$ cat config.mk
export PLATFORM = sky130hd
export DESIGN_NAME = spi_lcd_sink
export DESIGN_NICKNAME = d
export VERILOG_FILES = /design/src/rtl/spi_lcd_sink.sv
export SDC_FILE = /design/constraint.sdc
export NUM_CORES = 1
export LEC_CHECK = 0
export CAP_MARGIN = 20
export CORE_UTILIZATION = 45
export CTS_CLUSTER_SIZE = 30
export DETAILED_ROUTE_END_ITERATION = 7
export SLEW_MARGIN = 20
export SYNTH_ARGS = -nofsm -noshare
export SYNTH_HDL_FRONTEND = slang
export SYNTH_SLANG_ARGS = --single-unit
$ cat constraint.sdc
create_clock -name clk -period 3.9 [get_ports clk]
set_clock_uncertainty 0.05 [all_clocks]
set_input_delay 0.975 -clock clk [delete_from_list [all_inputs] [get_ports clk]]
set_output_delay 0.975 -clock clk [all_outputs]
set_load 0.02 [all_outputs]
$ cat src/rtl/spi_lcd_sink.sv
// spi_lcd_sink: SPI mode-0 target receiver for the LCD command/data link.
// Oversamples the asynchronous SPI pins, assembles MSB-first bytes tagged with
// lcd_dc, and queues them in a small show-ahead FIFO read via valid/ready.
module spi_lcd_sink #(
    parameter int FIFO_DEPTH  = 8,
    parameter int SYNC_STAGES = 2
) (
    input  logic        clk,
    input  logic        reset_n,
    input  logic        spi_clk,
    input  logic        spi_mosi,
    input  logic        spi_cs_n,
    input  logic        lcd_dc,
    output logic        rd_valid,
    input  logic        rd_ready,
    output logic [7:0]  rd_data,
    output logic        rd_dc,
    output logic [15:0] byte_count,
    output logic        overflow,
    output logic        frame_err,
    input  logic        clear_flags
);

    localparam int            AW         = (FIFO_DEPTH > 1) ? $clog2(FIFO_DEPTH) : 1;
    localparam int            CW         = AW + 1;
    localparam logic [CW-1:0] DEPTH_C    = CW'(FIFO_DEPTH);
    localparam logic [7:0]    SETTLE_MAX = 8'(SYNC_STAGES);
    // Per-stage reset pattern {dc, cs_n, mosi, sclk}: chip select idles high.
    localparam logic [3:0]    SYNC_RST   = 4'b0100;

    typedef enum logic {
        S_IDLE,
        S_ACTIVE
    } state_t;

    // ------------------------------------------------------------------
    // Input synchronizers; index 0 takes the pins, the last index is used.
    // ------------------------------------------------------------------
    logic [SYNC_STAGES-1:0][3:0] sync_q, sync_d;
    logic sclk_s, mosi_s, cs_s, dc_s;
    logic sclk_prev_q, sclk_prev_d;
    logic sclk_rise;

    // Shift every pin one stage deeper into its synchronizer chain.
    always_comb begin
        sync_d      = {sync_q[SYNC_STAGES-2:0], {lcd_dc, spi_cs_n, spi_mosi, spi_clk}};
        sclk_prev_d = sclk_s;
    end

    assign sclk_s    = sync_q[SYNC_STAGES-1][0];
    assign mosi_s    = sync_q[SYNC_STAGES-1][1];
    assign cs_s      = sync_q[SYNC_STAGES-1][2];
    assign dc_s      = sync_q[SYNC_STAGES-1][3];
    assign sclk_rise = sclk_s & ~sclk_prev_q;

    // Synchronizer chain and edge-detect history.
    always_ff @(posedge clk or negedge reset_n) begin
        if (!reset_n) begin
            sync_q      <= {SYNC_STAGES{SYNC_RST}};
            sclk_prev_q <= 1'b0;
        end else begin
            sync_q      <= sync_d;
            sclk_prev_q <= sclk_prev_d;
        end
    end

    // ------------------------------------------------------------------
    // Frame state machine and byte assembly
    // ------------------------------------------------------------------
    state_t      state_q, state_d;
    logic [2:0]  bit_cnt_q, bit_cnt_d;
    logic [7:0]  shift_q, shift_d;
    logic [7:0]  settle_q, settle_d;
    logic        armed_q, armed_d;
    logic        push_req;
    logic [8:0]  push_entry;
    logic        frame_set;

    // Next-state for frame tracking. After reset the synchronizer still holds
    // its reset value, so "cs_n seen high" only counts once the chain has been
    // refilled from the pin (settle); this stops capture resuming mid-frame.
    always_comb begin
        state_d    = state_q;
        bit_cnt_d  = bit_cnt_q;
        shift_d    = shift_q;
        settle_d   = settle_q;
        armed_d    = armed_q;
        push_req   = 1'b0;
        frame_set  = 1'b0;
        push_entry = {dc_s, shift_q[6:0], mosi_s};
        if (settle_q != SETTLE_MAX) begin
            settle_d = settle_q + 8'd1;
        end
        case (state_q)
            S_IDLE: begin
                if ((settle_q == SETTLE_MAX) && cs_s) begin
                    armed_d = 1'b1;
                end
                if (armed_q && !cs_s) begin
                    state_d   = S_ACTIVE;
                    bit_cnt_d = 3'd0;
                end
            end
            S_ACTIVE: begin
                if (cs_s) begin
                    // Deselect wins over a coincident clock edge.
                    state_d   = S_IDLE;
                    bit_cnt_d = 3'd0;
                    if (bit_cnt_q != 3'd0) begin
                        frame_set = 1'b1;
                    end
                end else if (sclk_rise) begin
                    shift_d   = {shift_q[6:0], mosi_s};
                    bit_cnt_d = bit_cnt_q + 3'd1;
                    if (bit_cnt_q == 3'd7) begin
                        push_req = 1'b1;
                    end
                end
            end
            default: state_d = S_IDLE;
        endcase
    end

    // ------------------------------------------------------------------
    // Show-ahead FIFO, counters and sticky flags
    // ------------------------------------------------------------------
    logic [8:0]    mem [FIFO_DEPTH];
    logic [AW-1:0] wr_ptr_q, wr_ptr_d;
    logic [AW-1:0] rd_ptr_q, rd_ptr_d;
    logic [AW-1:0] rd_ptr_nxt;
    logic [CW-1:0] count_q, count_d;
    logic [8:0]    head_q, head_d;
    logic [15:0]   byte_count_q, byte_count_d;
    logic          overflow_q, overflow_d;
    logic          frame_err_q, frame_err_d;
    logic          pop, full, accept, drop;

    assign rd_valid   = (count_q != '0);
    assign rd_data    = head_q[7:0];
    assign rd_dc      = head_q[8];
    assign byte_count = byte_count_q;
    assign overflow   = overflow_q;
    assign frame_err  = frame_err_q;

    // FIFO bookkeeping; a pop frees the slot a full-FIFO push needs.
    always_comb begin
        pop          = rd_valid && rd_ready;
        full         = (count_q == DEPTH_C);
        accept       = push_req && (!full || pop);
        drop         = push_req && full && !pop;
        rd_ptr_nxt   = rd_ptr_q + AW'(1);
        wr_ptr_d     = accept ? wr_ptr_q + AW'(1) : wr_ptr_q;
        rd_ptr_d     = pop ? rd_ptr_nxt : rd_ptr_q;
        count_d      = count_q;
        case ({accept, pop})
            2'b10:   count_d = count_q + CW'(1);
            2'b01:   count_d = count_q - CW'(1);
            default: count_d = count_q;
        endcase
        // Head register: the incoming byte becomes head when it lands in an
        // empty (or emptying) FIFO, otherwise the next stored entry moves up.
        head_d = head_q;
        if (accept && ((count_q == '0) || ((count_q == CW'(1)) && pop))) begin
            head_d = push_entry;
        end else if (pop && (count_q > CW'(1))) begin
            head_d = mem[rd_ptr_nxt];
        end
        byte_count_d = accept ? byte_count_q + 16'd1 : byte_count_q;
        // Set has priority over clear on the sticky flags.
        overflow_d   = drop ? 1'b1 : (clear_flags ? 1'b0 : overflow_q);
        frame_err_d  = frame_set ? 1'b1 : (clear_flags ? 1'b0 : frame_err_q);
    end

    // FIFO storage has no reset so it can map onto RAM.
    always_ff @(posedge clk) begin
        if (accept) begin
            mem[wr_ptr_q] <= push_entry;
        end
    end

    // State machine, FIFO pointers, head register, counter and flags.
    always_ff @(posedge clk or negedge reset_n) begin
        if (!reset_n) begin
            state_q      <= S_IDLE;
            bit_cnt_q    <= 3'd0;
            shift_q      <= 8'd0;
            settle_q     <= 8'd0;
            armed_q      <= 1'b0;
            wr_ptr_q     <= '0;
            rd_ptr_q     <= '0;
            count_q      <= '0;
            head_q       <= 9'd0;
            byte_count_q <= 16'd0;
            overflow_q   <= 1'b0;
            frame_err_q  <= 1'b0;
        end else begin
            state_q      <= state_d;
            bit_cnt_q    <= bit_cnt_d;
            shift_q      <= shift_d;
            settle_q     <= settle_d;
            armed_q      <= armed_d;
            wr_ptr_q     <= wr_ptr_d;
            rd_ptr_q     <= rd_ptr_d;
            count_q      <= count_d;
            head_q       <= head_d;
            byte_count_q <= byte_count_d;
            overflow_q   <= overflow_d;
            frame_err_q  <= frame_err_d;
        end
    end

endmodule
# Word level (Yosys, flattened, before mapping)
# Memories as Yosys holds them, arrays and structs flattened.
# Cells that the tools add are included.
# W data, S select, Z words.
[op_classes]
add_sub_neg = 7
n_lt_le_gt_ge = 1
eq_ne = 9
n_mux = 22
bitwise = 4
reduce_logical = 24
[op_table]
columns = ["op", "count"]
rows = [
  ["$mux W9", 2],
  ["$add A16 B1 Y16 const B", 1],
  ["$mux W1", 14],
  ["$add A3 B1 Y3 const B", 3],
  ["$logic_and A1 B1 Y1", 9],
  ["$mux W3", 3],
  ["$add A8 B1 Y8 const B", 1],
  ["$eq A8 B2 Y1 const B", 1],
  ["$ne A8 B2 Y1 const B", 1],
  ["$pmux W4 S2", 1],
  ["$reduce_bool A2 Y1", 4],
  ["$pmux W3 S2", 1],
  ["$add A4 B1 Y4 const B", 1],
  ["$eq A4 B1 Y1 const B", 1],
  ["$eq A4 B4 Y1 const B", 1],
  ["$gt A4 B1 Y1 const B", 1],
  ["$logic_not A4 Y1", 1],
  ["$reduce_and A2 Y1", 2],
  ["$reduce_bool A4 Y1", 1],
  ["$sub A4 B1 Y4 const B", 1],
  ["$eq A3 B3 Y1 const B", 1],
  ["$logic_not A1 Y1", 3],
  ["$ne A3 B3 Y1 const B", 1],
  ["$not A1 Y1", 3],
  ["other kinds (8)", 9],
]
[totals]
reg_bits = 66
ramBits = 72
in_bits = 8
output_inout_bits = 28
elab_cells = 83
mem_count = 1
[memory_table]
columns = ["name", "depth", "word_bits", "rd", "rd_clocked_by_memory_dff", "write_ports", "line", "rtl"]
rows = [
  ["mem", 8, 9, 1, 0, 1, "127", "logic [8:0] mem [FIFO_DEPTH];"],
]

# Depth between registers and ports, before layout
[depth]
word_depth = 8
depth_mapped = 7
mapped_depth_nobuf = 7

# Worst setup path before layout
# OpenSTA, ideal clock, no wires.
[synth_timing]
path_kind = "input to register"
start = "input port rd_ready"
end = "memory mem[2][0] (enable)"
setup_time_ns = 0.403
t_arrival_ns = 2.701
path_slack_ns = 0.747
stages = 4
path_buffers = 1
path_cell_list = "buf_2 nand4bb_1 nand3_1 nor4b_1"
[synth_between]
elab_chain_cells = 5
[synth_rtl]
columns = ["item", "line", "rtl"]
rows = [
  ["from (decl)", "15", "input logic rd_ready,"],
  ["$logic_and A1 B1 Y1", "147", "pop = rd_valid && rd_ready;"],
  ["$logic_or A1 B1 Y1", "149", "accept = push_req && (!full || pop);"],
  ["$logic_and A1 B1 Y1", "149", ""],
  ["$mux W1", "176", "if (accept) begin"],
  ["$mux W1 (implied by the code)", "177", "mem[wr_ptr_q] <= push_entry;"],
  ["to (decl)", "127", ""],
]
# No other way between the ends.

# Worst setup path after layout
[layout_timing]
start = "register count_q[0]"
end = "output port rd_valid"
[layout_between]
elab_chain_cells = 1
[layout_rtl]
columns = ["item", "line", "rtl"]
rows = [
  ["from (decl)", "131", "logic [CW-1:0] count_q, count_d;"],
  ["from (signal assigned)", "204", "count_q <= count_d;"],
  ["$reduce_bool A4 Y1", "138", "assign rd_valid = (count_q != '0);"],
  ["to (decl)", "14", "output logic rd_valid,"],
]
# No other way between the ends.

==> summary.txt <==
status - completed
Avg WL per Cell - 17.7 um
mean area per synthesized cell - 15.5 um2
crit path capture type - output pin
post-CTS setup buffers - 0
switching fraction of total power - 28.5%
final worst path period need - 3300 ps
Mapped Area - 5740 um2
row count - 40
Post-route DRC - 0
n_diodes - 0
Area after DPL - 6310 um2
global-route wire length before repair - 17500 um
clock power share - 32.7%
Final ANT Viol Nets - 0
Die Y - 115 um
root buf cell - clkbuf_16
Min-Delay Path Class - flip-flop to flip-flop
Port Buf Inserts - 35
R2R setup slack - 1420 ps
Gate Count Post-Synth - 370
most common cell after layout, fill and taps aside - edfxtp_1
GPL Wtd Cong - 0.773
post-synthesis sequential area ratio - 66.5%
startpoint types - flip-flop
total CTS buffers - 17
worst skew pair latency - 410 ps
Die X - 115 um
Num Clock Sinks - 138
overall power - 0.00417 W
TritonCTS clock tree - done
commonest cells after routing, fill and taps aside - edfxtp_1 (72), dfrtp_1 (64), nand2_1 (42)
Top FF cell, synth - edfxtp_1
post-CTS sizing - 0
Synth-to-Final Area Change - 18.8%
combinational cell fraction of total power - 24.2%
starting density of the core - 47.0%
Final Hold Viols - 0
Hold Buf Count CTS - 0
Max VDD drop - 0.000287 V
grt total ovfl - 0
post-layout instance area - 6820 um2
gr usage total - 18.5%
Slew headroom - 50.2%
post-synthesis async set-or-reset flop share - 47.8%
layout cell share with drive strength beyond 1 - 15.1%
clk slew on worst S/H paths - 50 ps
unrepaired setup endpoints after global routing - no
Fillers - 1032
via count - 3228
die area - 13200 um2
Syn Nets - 390
Int Pwr - 0.00298 W
synthesized flop and latch total - 138
final setup vio count - 0
vias in the first global route - 3196
power per cell area - 612 nW/um2
H-tree depth - 4
Pre-antenna DRT Iters - 4
Post-synth EDFFs - 72
Fmax - 303 MHz
main area contributors after synthesis - edfxtp_1 (38%), dfrtp_1 (28%), mux4_1 (4.1%)
max-cap viol count - 0
clk buf depth - 2
Worst Path Arrival - 2280 ps
Slew @ Worst Pin - 746 ps
# nets final - 445
Post-Layout Cell Count - 605
crit path max fanout - 7
drt initial violations - 231
post-layout util - 55.8%
vias per cell - 5.34
core footprint - 12200 um2
crit path kind - flip-flop to output pin
top cell type's share of synthesized area - 37.7%
Req. time, crit path - 2870 ps
leakage power - 2.69 nW
setup_tns - 0 ps
placed instance count - 574
leading area contributor after synthesis - edfxtp_1
largest net degree at the start of global routing - 37
footprint of the multi-input gates - 1780 um2
# IOs - 36
Routed WL - 10700 um
initial antenna violation count - 0
YS warnings - 0
synth unique cells - 55
dpl hpwl - 7360 um
Flop pwr share - 43.1%
final worst-path cycle share - 84.7%
Max Slew Vio Count - 0
switching power - 0.00119 W
register area - 3820 um2
[state kept, by name, indices dropped and copies added, names as in the netlist, 3 cells and up]
name and flops:
mem 72, byte_count 16, head_q 9, settle_q 8, shift_q 7, count_q 4
sync_d 4, bit_cnt_q 3, rd_ptr_q 3, wr_ptr_q 3
[critical path: stages (launching register included)]
cell and delay [ps]:
dfrtp_1 440, inv_1 110, ha_1 260, nor3b_1 390, inv_2 120, clkdlybuf4s50_1 560
[metal layers]
| layer | routed length (um) | vias to the layer above | track usage, % | part of all wire (%) |
|---|---|---|---|---|
| li1 | - | 1511 | - | - |
| met1 | 5160 | 1633 | 26.3 | 48 |
| met2 | 4930 | 73 | 26.7 | 46 |
| met3 | 415 | 11 | 5.01 | 3.9 |
| met4 | 219 | 0 | 8.40 | 2.0 |
| met5 | 0 | - | 0 | 0 |
[area by class of cell]
cell class                 count  area share (%)
clock buffer                  17            6.24
clock inverter                14            1.25
inverter                      15           0.826
multi-input combinational    205            26.1
sequential                   138            56.0
tap                          168            3.08
timing repair buffer          48            6.50
[power by group through the flow]
stage               registers, W  logic [W]  clock network, W
floorplan                0.00182   0.000754                 0
global placement         0.00182    0.00102                 0
detailed placement       0.00183    0.00102                 0
CTS                      0.00180    0.00102           0.00140
global route             0.00181    0.00110           0.00146
finish                   0.00180    0.00101           0.00136
[through the flow]
step | setup WS [ps] | hold WS, ps
after floorplan | 747 | 281
final | 597 | 298
after global routing | 463 | 311
after global placement | 722 | 286
after CTS | 569 | 301
after detailed placement | 758 | 290
[cells in the mapped netlist (5+ instances only)]
cell type / count
dfrtp_1: 64
inv_1: 13
nor2_1: 8
mux4_2: 9
nand3_1: 9
nor3_1: 6
buf_2: 5
ha_1: 12
mux4_1: 9
xnor2_1: 23
xor2_1: 6
and3_1: 6
nand4_1: 7
nand2_1: 42
edfxtp_1: 72
a221o_1: 9
a22o_1: 9
[logic make-up after synthesis]
kind of cell	synth area share, %
buffers and inverters	2.55
flip-flops	66.5
AND/OR/NAND/NOR	9.81
multiplexers	8.03
AO/OA/AOI/OAI	6.04
adder cells (fa/ha/maj)	2.62
XOR/XNOR	4.43
[worst paths after layout]
kind                                          from                         end  cells after the start
max                         count_q[0]$_DFFE_PN0P_                    rd_valid                      5
min                            sync_d[5]$_DFF_PN0_            mosi_s$_DFF_PN0_                      0
max reg2reg                rd_ptr_q[0]$_DFFE_PN0P_       head_q[0]$_DFFE_PN0P_                      5
min reg2reg                    sync_d[5]$_DFF_PN0_            mosi_s$_DFF_PN0_                      0
max in group asynchronous                  reset_n         sync_d[6]$_DFF_PN1_                      2
min in group asynchronous                  reset_n  byte_count[11]$_DFFE_PN0P_                      1
Power figures use the tool's default switching activity.
